==> config.mk <==
export PLATFORM = sky130hd
export DESIGN_NAME = q_sync_capture
export DESIGN_NICKNAME = d
export VERILOG_FILES = /design/src/rtl/q_pkg.sv /design/src/rtl/q_sync_fifo.sv /design/src/rtl/q_sync_capture.sv
export SDC_FILE = /design/constraint.sdc
export NUM_CORES = 1
export LEC_CHECK = 0
export ABC_AREA = 1
export CAP_MARGIN = 5
export CORE_UTILIZATION = 40
export DETAILED_ROUTE_END_ITERATION = 8
export PLACE_DENSITY = 0.62
export SETUP_SLACK_MARGIN = 0.05
export SLEW_MARGIN = 15
export SYNTH_ARGS = -nofsm -noshare
export SYNTH_HDL_FRONTEND = slang
export SYNTH_SLANG_ARGS = --single-unit
==> constraint.sdc <==
create_clock -name clk -period 4.9 [get_ports clk]
set_input_delay 0.98 -clock clk [delete_from_list [all_inputs] [get_ports clk]]
set_output_delay 0.98 -clock clk [all_outputs]
set_load 0.05 [all_outputs]
==> src/rtl/q_pkg.sv <==
// Shared types and defaults for the Q-flop capture path.
package q_pkg;

    localparam int Q_SYNC_STAGES_DEF = 2;
    localparam int Q_ARM_CYCLES_DEF  = 2;

    typedef enum logic [2:0] {
        ARM,
        SETTLE,
        WAIT_DONE,
        CAPTURE,
        STALL
    } q_cap_state_t;

endpackage

==> src/rtl/q_sync_fifo.sv <==
// DEPTH x W synchronous FIFO with push/pop/count. The head word reads as
// zero while empty, so the output is clean straight out of reset.
module q_sync_fifo #(
    parameter int W     = 8,
    parameter int DEPTH = 4
) (
    input  logic                     clk,
    input  logic                     rst,
    input  logic                     i_push,
    input  logic [W-1:0]             i_wdata,
    input  logic                     i_pop,
    output logic [W-1:0]             o_rdata,
    output logic                     o_valid,
    output logic                     o_full,
    output logic [$clog2(DEPTH):0]   o_count
);

    localparam int AW = $clog2(DEPTH);

    logic [W-1:0]  r_mem [DEPTH];
    logic [AW-1:0] r_wptr;
    logic [AW-1:0] r_rptr;
    logic [AW:0]   r_count;
    logic          w_push;
    logic          w_pop;

    assign o_valid = (r_count != '0);
    assign o_full  = (r_count == (AW+1)'(DEPTH));
    assign w_push  = i_push && !o_full;
    assign w_pop   = i_pop && o_valid;
    assign o_rdata = o_valid ? r_mem[r_rptr] : '0;
    assign o_count = r_count;

    // Storage write; no reset needed since the read side is gated by o_valid.
    always_ff @(posedge clk) begin
        if (!rst && w_push) begin
            r_mem[r_wptr] <= i_wdata;
        end
    end

    // Pointers wrap naturally at DEPTH (power of two); count tracks net push/pop.
    always_ff @(posedge clk) begin
        if (rst) begin
            r_wptr  <= '0;
            r_rptr  <= '0;
            r_count <= '0;
        end else begin
            if (w_push) r_wptr <= r_wptr + 1'b1;
            if (w_pop)  r_rptr <= r_rptr + 1'b1;
            r_count <= r_count + (AW+1)'(w_push) - (AW+1)'(w_pop);
        end
    end

endmodule

==> src/rtl/q_sync_capture.sv <==
// Clocked consumer of a self-timed q_flop bank: synchronizes bank-wide
// completion, captures the resolved word into a FIFO and re-arms the bank.
// Optional watchdog: define Q_SYNC_CAPTURE_TIMEOUT_EN to force a re-arm
// (and raise sticky err) when the bank fails to complete within TIMEOUT.
module q_sync_capture
    import q_pkg::*;
#(
    parameter int W           = 8,
    parameter int DEPTH       = 4,
    parameter int SYNC_STAGES = Q_SYNC_STAGES_DEF,
    parameter int ARM_CYCLES  = Q_ARM_CYCLES_DEF,
    parameter int TIMEOUT     = 64
) (
    input  logic                   clk,
    input  logic                   rst,
    input  logic [W-1:0]           q_ack,
    input  logic [W-1:0]           q_out,
    output logic                   q_rst,
    output logic [W-1:0]           out_data,
    output logic                   out_valid,
    input  logic                   out_ready,
    output logic [$clog2(DEPTH):0] count,
    output logic                   err
);

    localparam int ACW = $clog2(ARM_CYCLES + 1);

    q_cap_state_t           r_state;
    q_cap_state_t           w_next;
    logic [ACW-1:0]         r_arm_cnt;
    logic [SYNC_STAGES-1:0] r_sync;
    logic                   w_sync_ack;
    logic                   w_push;
    logic                   w_full;
    logic                   w_to_hit;

    assign w_sync_ack = r_sync[SYNC_STAGES-1];
    // Held through reset itself so the bank is never left free-running.
    assign q_rst      = rst || (r_state == ARM);

    // Only the AND of all acks crosses the domain; q_out is sampled later,
    // once the bank is known to be holding it.
    always_ff @(posedge clk) begin
        if (rst) r_sync <= '0;
        else     r_sync <= {r_sync[SYNC_STAGES-2:0], &q_ack};
    end

`ifdef Q_SYNC_CAPTURE_TIMEOUT_EN
    localparam int TCW = $clog2(TIMEOUT + 1);
    logic [TCW-1:0] r_to_cnt;

    // Watchdog runs only while waiting on the bank; clears everywhere else.
    always_ff @(posedge clk) begin
        if (rst) begin
            r_to_cnt <= '0;
            err      <= 1'b0;
        end else begin
            if (r_state == SETTLE || r_state == WAIT_DONE) r_to_cnt <= r_to_cnt + 1'b1;
            else                                           r_to_cnt <= '0;
            if (w_to_hit) err <= 1'b1;
        end
    end

    assign w_to_hit = (r_state == SETTLE || r_state == WAIT_DONE) &&
                      (r_to_cnt == TCW'(TIMEOUT - 1));
`else
    logic w_unused_timeout;
    assign w_unused_timeout = (TIMEOUT > 0);
    assign w_to_hit         = 1'b0;
    assign err              = 1'b0;
`endif

    // State register plus arm-pulse length counter.
    always_ff @(posedge clk) begin
        if (rst) begin
            r_state   <= ARM;
            r_arm_cnt <= '0;
        end else begin
            r_state   <= w_next;
            r_arm_cnt <= (r_state == ARM && w_next == ARM) ? r_arm_cnt + 1'b1 : '0;
        end
    end

    // Next-state logic; a watchdog hit overrides everything and drops the sample.
    always_comb begin
        w_next = r_state;
        w_push = 1'b0;
        case (r_state)
            ARM:       if (r_arm_cnt == ACW'(ARM_CYCLES - 1)) w_next = SETTLE;
            SETTLE:    if (!w_sync_ack) w_next = WAIT_DONE;
            WAIT_DONE: if (w_sync_ack) w_next = w_full ? STALL : CAPTURE;
            CAPTURE: begin
                w_push = 1'b1;
                w_next = ARM;
            end
            STALL:     if (!w_full) w_next = CAPTURE;
            default:   w_next = ARM;
        endcase
        if (w_to_hit) w_next = ARM;
    end

    q_sync_fifo #(
        .W     (W),
        .DEPTH (DEPTH)
    ) u_fifo (
        .clk     (clk),
        .rst     (rst),
        .i_push  (w_push),
        .i_wdata (q_out),
        .i_pop   (out_ready),
        .o_rdata (out_data),
        .o_valid (out_valid),
        .o_full  (w_full),
        .o_count (count)
    );

endmodule

=== After elaboration in Yosys (flattened, before gate mapping) ===
Memories as Yosys holds them, arrays and structs flattened. A register that Yosys moved wholly into a read port is not among the register bits.
Index checks and enable logic that the tools add are counted.

* Add/subtract/negate cells: 5
* Eq/ne operators: 6
* Muxes and demuxes: 12
* Bitwise logic cells: 1
* Reductions and logical operators: 12

{| class="wikitable"
|+ Operators by type and width
! operator !! count
|-
| 3-bit two-way mux || 5
|-
| 3-bit case mux with 4 select lines || 1
|-
| 8-bit two-way mux || 1
|-
| 8-bit AND reduction || 1
|-
| 2-bit by 1-bit adder with 2-bit output (second input constant) || 3
|-
| 3-bit by 2-bit == test with 1-bit output (second input constant) || 2
|-
| 3-bit == test (second input constant) || 2
|-
| 3-bit logical NOT || 2
|-
| 1-bit logical AND || 4
|-
| 2-bit two-way mux || 2
|-
| 3-bit by 1-bit adder with 3-bit output || 1
|-
| 3-bit by 1-bit == test with 1-bit output (second input constant) || 1
|-
| 1-bit two-way mux || 3
|-
| 3-bit nonzero test || 1
|-
| 3-bit by 1-bit subtractor with 3-bit output || 1
|-
| 2-bit by 1-bit == test with 1-bit output (second input constant) || 1
|-
| 1-bit logical NOT || 2
|-
| 2-bit OR reduction || 1
|-
| 1-bit logical OR || 1
|-
| 1-bit inverter || 1
|}

* Bits in registers: 14
* Bits in writable memories: 32
* Memories kept: 1

{| class="wikitable"
|+ Memories
! memory !! words !! width !! rd ports !! clocked after Yosys merged registers in !! wr ports !! line !! text
|-
| u_fifo.r_mem || 4 || 8 || 1 || 1 || 1 || q_sync_fifo.sv:20 || <nowiki>logic [W-1:0] r_mem [DEPTH];</nowiki>
|}

=== Depth between registers and ports, before layout ===
Gate-level depths: netlist (run 1).

* Depth in word-level cells: 8
* Mapped depth: 10
* Mapped depth without buffers: 10

=== Modules after synthesis ===
Synthesis (run 1) repeated with hierarchy kept, for this count alone.

* Cell total of the unflattened synthesis: 244
* Area, all modules: 2230.9 um2

{| class="wikitable"
|+ By module, submodules not included
! module !! instances !! cells an instance !! area each (um2) !! sequential area each (um2)
|-
| q_sync_fifo || 1 || 197 || 1881.8 || 1141.1
|-
| q_sync_capture || 1 || 47 || 349.1 || 140.1
|}

=== Worst setup path after synthesis (run 1) ===
No wires, ideal clock.

* Kind: register to output
* Start: register u_fifo.r_count[2], in the netlist u_fifo.o_count[2]
* End: output out_data[0]
* Arrival: 1.979 ns
* Path slack: 1.941 ns
* Cell stages (with the launch flop): 5
* Path buffers: 0
* Cells stage by stage: dfxtp_1 inv_1 nand2_4 inv_1 a21oi_1

* Cells in the longest elaborated chain, start to end: 2

{| class="wikitable"
|+ RTL lines
! what !! line !! text
|-
| start, declared || q_sync_fifo.sv:23 || <nowiki>logic [AW:0] r_count;</nowiki>
|-
| start signal, assigned || q_sync_fifo.sv:50 || <nowiki>r_count <= r_count + (AW+1)'(w_push) - (AW+1)'(w_pop);</nowiki>
|-
| 3-bit nonzero test || q_sync_fifo.sv:27 || <nowiki>assign o_valid = (r_count != '0);</nowiki>
|-
| via out_valid || q_sync_capture.sv:20 || <nowiki>output logic out_valid,</nowiki>
|-
| 8-bit two-way mux || q_sync_fifo.sv:31 || <nowiki>assign o_rdata = o_valid ? r_mem[r_rptr] : '0;</nowiki>
|-
| end, declared || q_sync_capture.sv:19 || <nowiki>output logic [W-1:0] out_data,</nowiki>
|}

The timed path passes the listed nets, and every way through them passes these cells.

=== Worst setup path in the final report (run 1) ===
* Start: input rst
* End: output q_rst

* Cells in the longest elaborated chain, start to end: 1

{| class="wikitable"
|+ RTL lines
! what !! line !! text
|-
| start, declared || q_sync_capture.sv:15 || <nowiki>input logic rst,</nowiki>
|-
| 1-bit logical OR || q_sync_capture.sv:39 || <nowiki>assign q_rst = rst || (r_state == ARM);</nowiki>
|-
| end, declared || q_sync_capture.sv:18 || <nowiki>output logic q_rst,</nowiki>
|}

No other way between the ends.

==> results.json, run 1 <==
{
  "die_area_um2": 5530,
  "cts.sinks": 48,
  "drc_errors": 0,
  "ioPinCount": 33,
  "clkSlewWorstSetupHoldPaths_ps": 80,
  "clk_path_buf_depth": 2,
  "required_ps": 3920,
  "drt-initial-drc-count": 74,
  "num_rows": 25,
  "crit_path_start_kind": "input port",
  "fmax_mhz": 274,
  "cts_tree": "yes",
  "swShare_pct": 40.6,
  "diodes": 0,
  "grt_max_degree": 18,
  "synth-seq-cells": 48,
  "register_area_um2": 1280,
  "final_hold_viol_count": 0,
  "die_h_um": 74.4,
  "portBuffers": 31,
  "rsz0062_at_grt": "false",
  "wire_per_inst_um": 12.7,
  "hold_path.class": "reg -> reg",
  "drtAntennaViolNets": 0,
  "relSlewSlack_pct": 41.8,
  "multi_input_area_um2": 664,
  "grt_pass1_wl_mm": 6.07,
  "tightest_slew_ps": 870,
  "critPathKind": "in -> out",
  "die_w_um": 74.4,
  "dpl_cell_area_um2": 2440,
  "maxCapViolCount": 0,
  "htreeDepth": 2,
  "antenna_found_initial": 0,
  "syn2layout_area_growth_pct": 21.7,
  "cp-end-kind": "output port",
  "p_clk_share_pct": 21.0,
  "place_inst": 293,
  "clock-root-buffer": "clkbuf_8",
  "vias": 1388,
  "nFillCells": 457,
  "hpwlAfterDp_mm": 2.54,
  "first_global_vias": 1252,
  "p_per_area_nw_per_um2": 526,
  "dr.pass1.iters": 4,
  "syn_inst": 201,
  "final_cell_area_um2": 2550,
  "fin_skew_ps": 5.22,
  "drt-total-wl_mm": 3.82,
  "viasPerCell": 4.61,
  "overflow": 0,
  "post_cts_buffers": 0,
  "syn_nets": 228,
  "ctsHoldBuffers": 0,
  "syn_area_um2": 2090,
  "critPathMaxFanout": 8,
  "status": "finished clean",
  "floorplan.initialDensity_pct": 42.9,
  "setup_violations": 0,
  "power_leakage_nw": 0.936,
  "p_int_uw": 797,
  "gp_congestion": 0.731,
  "core-area_um2": 4880,
  "peakVddDrop_mv": 0.281,
  "synth_cell_type_count": 29,
  "holdWs_ps": 411,
  "drive_above_1_share_pct": 10.7,
  "p_switching_uw": 545,
  "fin_ws_ps": 1240,
  "dp_worst_setup_slack_ps": 1250,
  "nNetsFinal": 260,
  "post_cts_resized": 0,
  "fin_tns_setup_ps": 0,
  "finalCritPeriodShare_pct": 74.6,
  "timing.final.max_slew_violations": 0,
  "fin_crit_ps": 3660,
  "cp_data_arrival_time_ps": 2680,
  "clk_latency_ps": 300,
  "ys_seq_area_share_pct": 61.2,
  "fin_cells": 301,
  "synth.avg_cell_area_um2": 10.4,
  "combPwrFrac_pct": 41.4,
  "pwr-share-seq_pct": 37.6,
  "numCtsBuffers": 5,
  "ys.warnings.count": 0,
  "track_usage_pct": 15.3
}
metal layers:
metal	up-vias	GRT usage, %	share of wire [%]
met5	-	0	0
met4	0	8.18	1.9
met3	7	3.12	4.6
met2	31	22.3	45
met1	624	21.3	49
li1	726	-	-
flip-flops by register name (all words and copies together), names as in the netlist, named ones only:
name,flops
u_fifo.r_mem,32
r_state,3
u_fifo.o_count,3
r_arm_cnt,2
r_sync,2
u_fifo.r_rptr,2
u_fifo.r_wptr,2
worst max-delay path, stage by stage:
cell and delay (ps):
clkdlybuf4s50_1 660, inv_2 140, nand2_1 90, clkdlybuf4s50_1 790
power groups by stage:
stage,logic (mW),clock network [mW],registers (mW)
floorplan,0.383,0,0.527
finish,0.555,0.282,0.505
CTS,0.562,0.289,0.505
detailed placement,0.559,0,0.514
global placement,0.556,0,0.513
global route,0.605,0.300,0.511
final cells by class:
cell class                      instances  share of cell area (%)
Tap cell                               67                    3.29
Inverter                               26                    3.83
Multi-Input combinational cell        121                    26.1
Clock inverter                          3                    1.67
Clock buffer                            5                    2.70
Timing Repair Buffer                   31                    12.2
Sequential cell                        48                    50.3
per-stage QoR:
stage | utilization (%) | power, mW
after floorplan | - | 0.910
after global placement | 49.9 | 1.07
after detailed placement | 49.9 | 1.07
after CTS | 52.2 | 1.36
after global routing | 52.2 | 1.42
final | 52.2 | 1.34
cells in the mapped netlist:
library cell / number / area, µm²
nand2_2: 4 / 25.0
o21ai_1: 2 / 10.0
buf_2: 1 / 5.00
inv_1: 21 / 78.8
and3_1: 1 / 6.26
nor2_2: 3 / 18.8
ha_1: 7 / 87.6
nand2_4: 2 / 22.5
conb_1: 1 / 3.75
a31oi_1: 1 / 6.26
fa_1: 1 / 20.0
o21ai_0: 18 / 90.1
nand3_2: 2 / 20.0
nand3_1: 6 / 30.0
a21oi_1: 13 / 65.1
o21bai_1: 1 / 7.51
buf_4: 1 / 7.51
a211oi_2: 1 / 12.5
nand4_1: 3 / 18.8
clkbuf_2: 1 / 5.00
buf_6: 3 / 33.8
xnor2_1: 1 / 8.76
nand2_1: 9 / 33.8
dfxtp_1: 16 / 320
nor2_1: 43 / 161
nor3_1: 1 / 5.00
edfxtp_1: 32 / 961
nor2_4: 1 / 11.3
inv_2: 5 / 18.8
final timing paths:
path / from / endpoint / slack [ps] / cells past startpoint
max: rst / q_rst / 1240 / 4
min: r_sync[0] / r_sync[1] / 410 / 2
max reg2reg: u_fifo.o_count[1] / u_fifo.o_count[2] / 2920 / 10
min reg2reg: r_sync[0] / r_sync[1] / 410 / 2
kinds of logic (layout without fill, tap and decap cells):
logic type / count (synthesis) / after routing / synth area share [%]
buffers and inverters: 32 / 65 / 7.11
other: 1 / 1 / 0.179
DFF: 48 / 48 / 61.2
and+or+nand+nor: 75 / 75 / 16.8
xor gates and xnor gates: 1 / 1 / 0.418
AOI/OAI and AO/OA: 36 / 36 / 9.14
adders and majority gates: 8 / 8 / 5.14
layout by cell type (no fill, tap or decap), types with 2 or more instances in the layout:
cell,instances
a21oi_1,13
clkbuf_8,5
clkdlybuf4s50_1,31
dfxtp_1,16
edfxtp_1,32
ha_1,7
inv_1,21
inv_2,5
nand2_1,9
nand2_2,4
nand2_4,2
nand3_1,6
nand3_2,2
nand4_1,3
nor2_1,43
nor2_2,3
o21ai_0,18
o21ai_1,2
No activity file was read; power rests on OpenSTA's default activity.
==> run 2: changes to the inputs <==
==> constraint.sdc (replaced) <==
create_clock -name clk -period 3.8 [get_ports clk]
set_input_delay 0.76 -clock clk [delete_from_list [all_inputs] [get_ports clk]]
set_output_delay 0.76 -clock clk [all_outputs]
set_load 0.05 [all_outputs]
==> run 2 against run 1 <==
- clock skew decreased by 0.62 ps
- largest power group unchanged
- die area unchanged
- first-iteration DRC count decreased by 36%
- highest routed layer unchanged
- combinational power increased by 29%
==> results.json, run 2 (synthesized netlist as in run 1, its figures left out) <==
{
  "status": "finished clean",
  "cp-end-kind": "output port",
  "track_usage_pct": 14.9,
  "setup_violations": 0,
  "drc_errors": 0,
  "fmax_mhz": 322,
  "num_rows": 25,
  "clk_path_buf_depth": 2,
  "post_cts_resized": 0,
  "route.met2.wl_mm": 1.67,
  "drt-initial-drc-count": 47,
  "dr.pass1.iters": 4,
  "utilization_pct": 52.8,
  "die_area_um2": 5530,
  "diodes": 0,
  "final_cell_area_um2": 2570,
  "nNetsFinal": 263,
  "peakVddDrop_mv": 0.354,
  "critPathMaxFanout": 9,
  "register_area_um2": 1280,
  "clock-root-buffer": "clkbuf_8",
  "rsz0062_at_grt": "false",
  "wl_met1_mm": 1.88,
  "largest_reg_flops": 32,
  "floorplan.initialDensity_pct": 42.9,
  "layout_commonest_cell": "nor2_1",
  "tightest_slew_ps": 727,
  "grt_max_degree": 18,
  "core-area_um2": 4880,
  "multi_input_area_um2": 664,
  "numCtsBuffers": 5,
  "hpwlAfterDp_mm": 2.64,
  "hold_path.class": "reg -> reg",
  "grt_pass1_wl_mm": 5.95,
  "maxUsedRoutingLayer": "met4",
  "relSlewSlack_pct": 51.3,
  "cp_data_arrival_time_ps": 2340,
  "cts_tree": "yes",
  "die_w_um": 74.4,
  "timing.final.max_slew_violations": 0,
  "wire_per_inst_um": 12.5,
  "drt-total-wl_mm": 3.81,
  "final_cell_mix": "43 x nor2_1, 32 x edfxtp_1, 31 x clkdlybuf4s50_1, 21 x inv_1, 18 x o21ai_0",
  "gp_congestion": 0.712,
  "dp_worst_setup_slack_ps": 832,
  "critPathBufInv": 2,
  "fin_ws_ps": 696,
  "post_cts_buffers": 0,
  "fin_skew_ps": 4.60,
  "cp_top_family": "buffers and inverters",
  "power_leakage_nw": 0.951,
  "required_ps": 3040,
  "antenna_found_initial": 0,
  "wl_met3_um": 185,
  "first_global_vias": 1223,
  "fin_crit_ps": 3100,
  "portBuffers": 31,
  "p_per_area_nw_per_um2": 674,
  "drive_above_1_share_pct": 12.2,
  "critPathKind": "reg -> out",
  "finalCritPeriodShare_pct": 81.7,
  "ioPinCount": 33,
  "dpl_cell_area_um2": 2460,
  "viasPerCell": 4.63,
  "cts.sinks": 48,
  "vias": 1409,
  "clkSlewWorstSetupHoldPaths_ps": 90,
  "slowest_delay_ps": 830,
  "cpMaxStageDelayCell": "clkdlybuf4s50_1",
  "die_h_um": 74.4,
  "crit_path_start_kind": "register",
  "path_cells": "inv_1 > nor2_1 > o21ai_0 > a21oi_1 > clkdlybuf4s50_1",
  "syn2layout_area_growth_pct": 22.9,
  "nFillCells": 438,
  "final_hold_viol_count": 0,
  "regMostFlops": "u_fifo.r_mem",
  "overflow": 0,
  "ctsHoldBuffers": 0,
  "clk_latency_ps": 300,
  "maxCapViolCount": 0,
  "fin_tns_setup_ps": 0,
  "htreeDepth": 2,
  "drtAntennaViolNets": 0
}
## run 2: worst reg2reg max path, cell delays in order, from the launching register on
cell	delay [ps]
dfxtp_1	380
nor2_4	170
nand2_4	80
nand2_4	90
inv_2	50
ha_1	270
inv_1	40
ha_1	180
fa_1	380
o21ai_0	190
a21oi_1	50
## run 2: final cells by class
cell class / instances / share of cell area, %
inverters: 26 / 3.79
well taps: 67 / 3.26
clock inverters: 3 / 1.80
clock buffers: 5 / 2.67
multi-input cells: 121 / 25.8
repair buffers: 34 / 12.9
flip-flops and latches: 48 / 49.8
## run 2: stage by stage
step | hold WS, ps | power [mW] | cells
after global placement | 397 | 1.38 | 296
after detailed placement | 393 | 1.38 | 296
final | 404 | 1.74 | 304
after CTS | 406 | 1.75 | 304
after floorplan | 388 | 1.17 | 201
after global routing | 427 | 1.83 | 304
## run 2: worst paths after layout
check	startpoint	to	slack, ps	cells after the start
setup / recovery	register	out_data[2]	700	5
setup reg to reg	u_fifo.o_count[1]	u_fifo.o_count[2]	1810	10
hold / removal	r_sync[0]	r_sync[1]	400	2
hold reg to reg	r_sync[0]	r_sync[1]	400	2
## run 2: report_power, final
group          switching (mW)  leakage (nW)  internal [mW]
logic                   0.481         0.478          0.237
registers              0.0554         0.418          0.596
clock network           0.168        0.0548          0.198
## run 2: routing by layer
| layer | vias to the layer above | track usage, % |
|---|---|---|
| met5 | - | 0 |
| met4 | 0 | 6.29 |
| met3 | 6 | 4.74 |
| met2 | 30 | 21.2 |
| met1 | 641 | 20.9 |
| li1 | 732 | - |
==> run 3: changes to the inputs <==
==> constraint.sdc (replaced) <==
create_clock -name clk -period 3.2 [get_ports clk]
set_input_delay 0.64 -clock clk [delete_from_list [all_inputs] [get_ports clk]]
set_output_delay 0.64 -clock clk [all_outputs]
set_load 0.05 [all_outputs]
==> run 3 against run 2 <==
- via count down 1.8%
- clock skew up 3.1 ps
- global-route usage up 0.27 points
- utilization up 0.13 points
- sequential power up 19%
- clock power up 20%
- wire length down 5.8%
- first-iteration DRC count rose to 3.1 times the previous value
- count of clock-buffer cells in the layout unchanged
- sequential share of layout area down 0.072 points
- register-to-register slack worse by 530 ps
- critical path depth unchanged
- critical endpoint is now out_data[4]
- highest routed layer unchanged
==> results.json, run 3 (synthesized netlist as in run 1, its figures left out) <==
{
  "track_usage_pct": 15.1,
  "vias": 1384,
  "utilization_pct": 52.9,
  "status": "finished clean",
  "nFillCells": 431,
  "required_ps": 2560,
  "wl_met1_mm": 1.82,
  "diodes": 0,
  "finalCritPeriodShare_pct": 90.6,
  "clk_path_buf_depth": 2,
  "portBuffers": 31,
  "die_h_um": 74.4,
  "cts_tree": "yes",
  "final_hold_viol_count": 0,
  "total_power_mw": 2.06,
  "gp_congestion": 0.803,
  "fin_cells": 305,
  "place_inst": 297,
  "p_per_area_nw_per_um2": 798,
  "maxCapViolCount": 0,
  "fin_crit_ps": 2900,
  "first_global_vias": 1295,
  "nNetsFinal": 264,
  "clk_latency_ps": 300,
  "drive_above_1_share_pct": 13.4,
  "holdWs_ps": 407,
  "die_w_um": 74.4,
  "drt-total-wl_mm": 3.59,
  "rsz0062_at_grt": "false",
  "numCtsBuffers": 5,
  "num_rows": 25,
  "grt_pass1_wl_mm": 6.04,
  "fin_skew_ps": 7.66,
  "fin_tns_setup_ps": 0,
  "syn2layout_area_growth_pct": 23.2,
  "hpwlAfterDp_mm": 2.53,
  "route.met2.wl_mm": 1.63,
  "cts.sinks": 48,
  "antenna_found_initial": 0,
  "drtAntennaViolNets": 0,
  "layout_commonest_cell": "nor2_1",
  "dpl_cell_area_um2": 2460,
  "wl_met3_um": 90,
  "dr.pass1.iters": 4,
  "drt-initial-drc-count": 145,
  "critPathMaxFanout": 9,
  "power_leakage_nw": 0.957,
  "grt_max_degree": 18,
  "die_area_um2": 5530,
  "critPathKind": "reg -> out",
  "ioPinCount": 33,
  "fin_ws_ps": 300,
  "timing.final.max_slew_violations": 0,
  "regMostFlops": "u_fifo.r_mem",
  "viasPerCell": 4.54,
  "crit_path_start_kind": "register",
  "floorplan.initialDensity_pct": 42.9,
  "final_cell_mix": "43 x nor2_1, 32 x edfxtp_1, 30 x clkdlybuf4s50_1, 21 x inv_1, 18 x o21ai_0",
  "peakVddDrop_mv": 0.333,
  "clock-root-buffer": "clkbuf_8",
  "maxUsedRoutingLayer": "met4",
  "overflow": 0,
  "wire_per_inst_um": 11.8,
  "fmax_mhz": 345,
  "relSlewSlack_pct": 66.3,
  "cp-end-kind": "output port",
  "drc_errors": 0,
  "tightest_slew_ps": 504,
  "dp_worst_setup_slack_ps": 596,
  "clkSlewWorstSetupHoldPaths_ps": 90,
  "setup_violations": 0,
  "htreeDepth": 2,
  "cp_data_arrival_time_ps": 2260,
  "core-area_um2": 4880,
  "final_cell_area_um2": 2580,
  "largest_reg_flops": 32,
  "hold_path.class": "reg -> reg"
}
-- run 3: critical path, cell delays in order (launching register included) --
cell             delay (ps)
dfxtp_1                 510
inv_1                   220
nor2_1                  170
o21ai_0                 110
a21oi_1                 130
clkdlybuf4s50_1         820
-- run 3: worst paths after layout --
path                                   startpoint           endpoint  depth (start not counted)  slack, ps
worst max register to register  u_fifo.o_count[1]  u_fifo.o_count[2]                         10       1280
worst min register to register          r_sync[0]          r_sync[1]                          2        410
worst min-delay path                    r_sync[0]          r_sync[1]                          2        410
worst max-delay path                     register        out_data[4]                          5        300
-- run 3: what timing repair did --
action | in CTS | in global routing
endpoints found under the setup margin | 0 | 2
hold buffers | 0 | 0
buffers inserted | 0 | 0
gates resized for setup | 0 | 1
-- run 3: routing by layer --
metal | GRT usage (%) | up-vias
li1 | - | 735
met1 | 21.1 | 625
met2 | 22.7 | 19
met3 | 4.07 | 5
met4 | 5.66 | 0
met5 | 0 | -
-- run 3: cell type report --
| type | instances | area, µm² | share of cell area, % |
|---|---|---|---|
| Clock inverter | 3 | 46.3 | 1.79 |
| Multi-Input combinational cell | 121 | 664 | 25.7 |
| Sequential cell | 48 | 1280 | 49.7 |
| Inverter | 26 | 97.6 | 3.78 |
| Tap cell | 67 | 83.8 | 3.25 |
| Timing Repair Buffer | 35 | 338 | 13.1 |
| Clock buffer | 5 | 68.8 | 2.67 |
-- run 3: power breakdown --
group          leakage (nW)  internal [mW]  switching, mW
clock network        0.0548          0.235          0.203
logic                 0.484          0.280          0.569
registers             0.419          0.709         0.0635
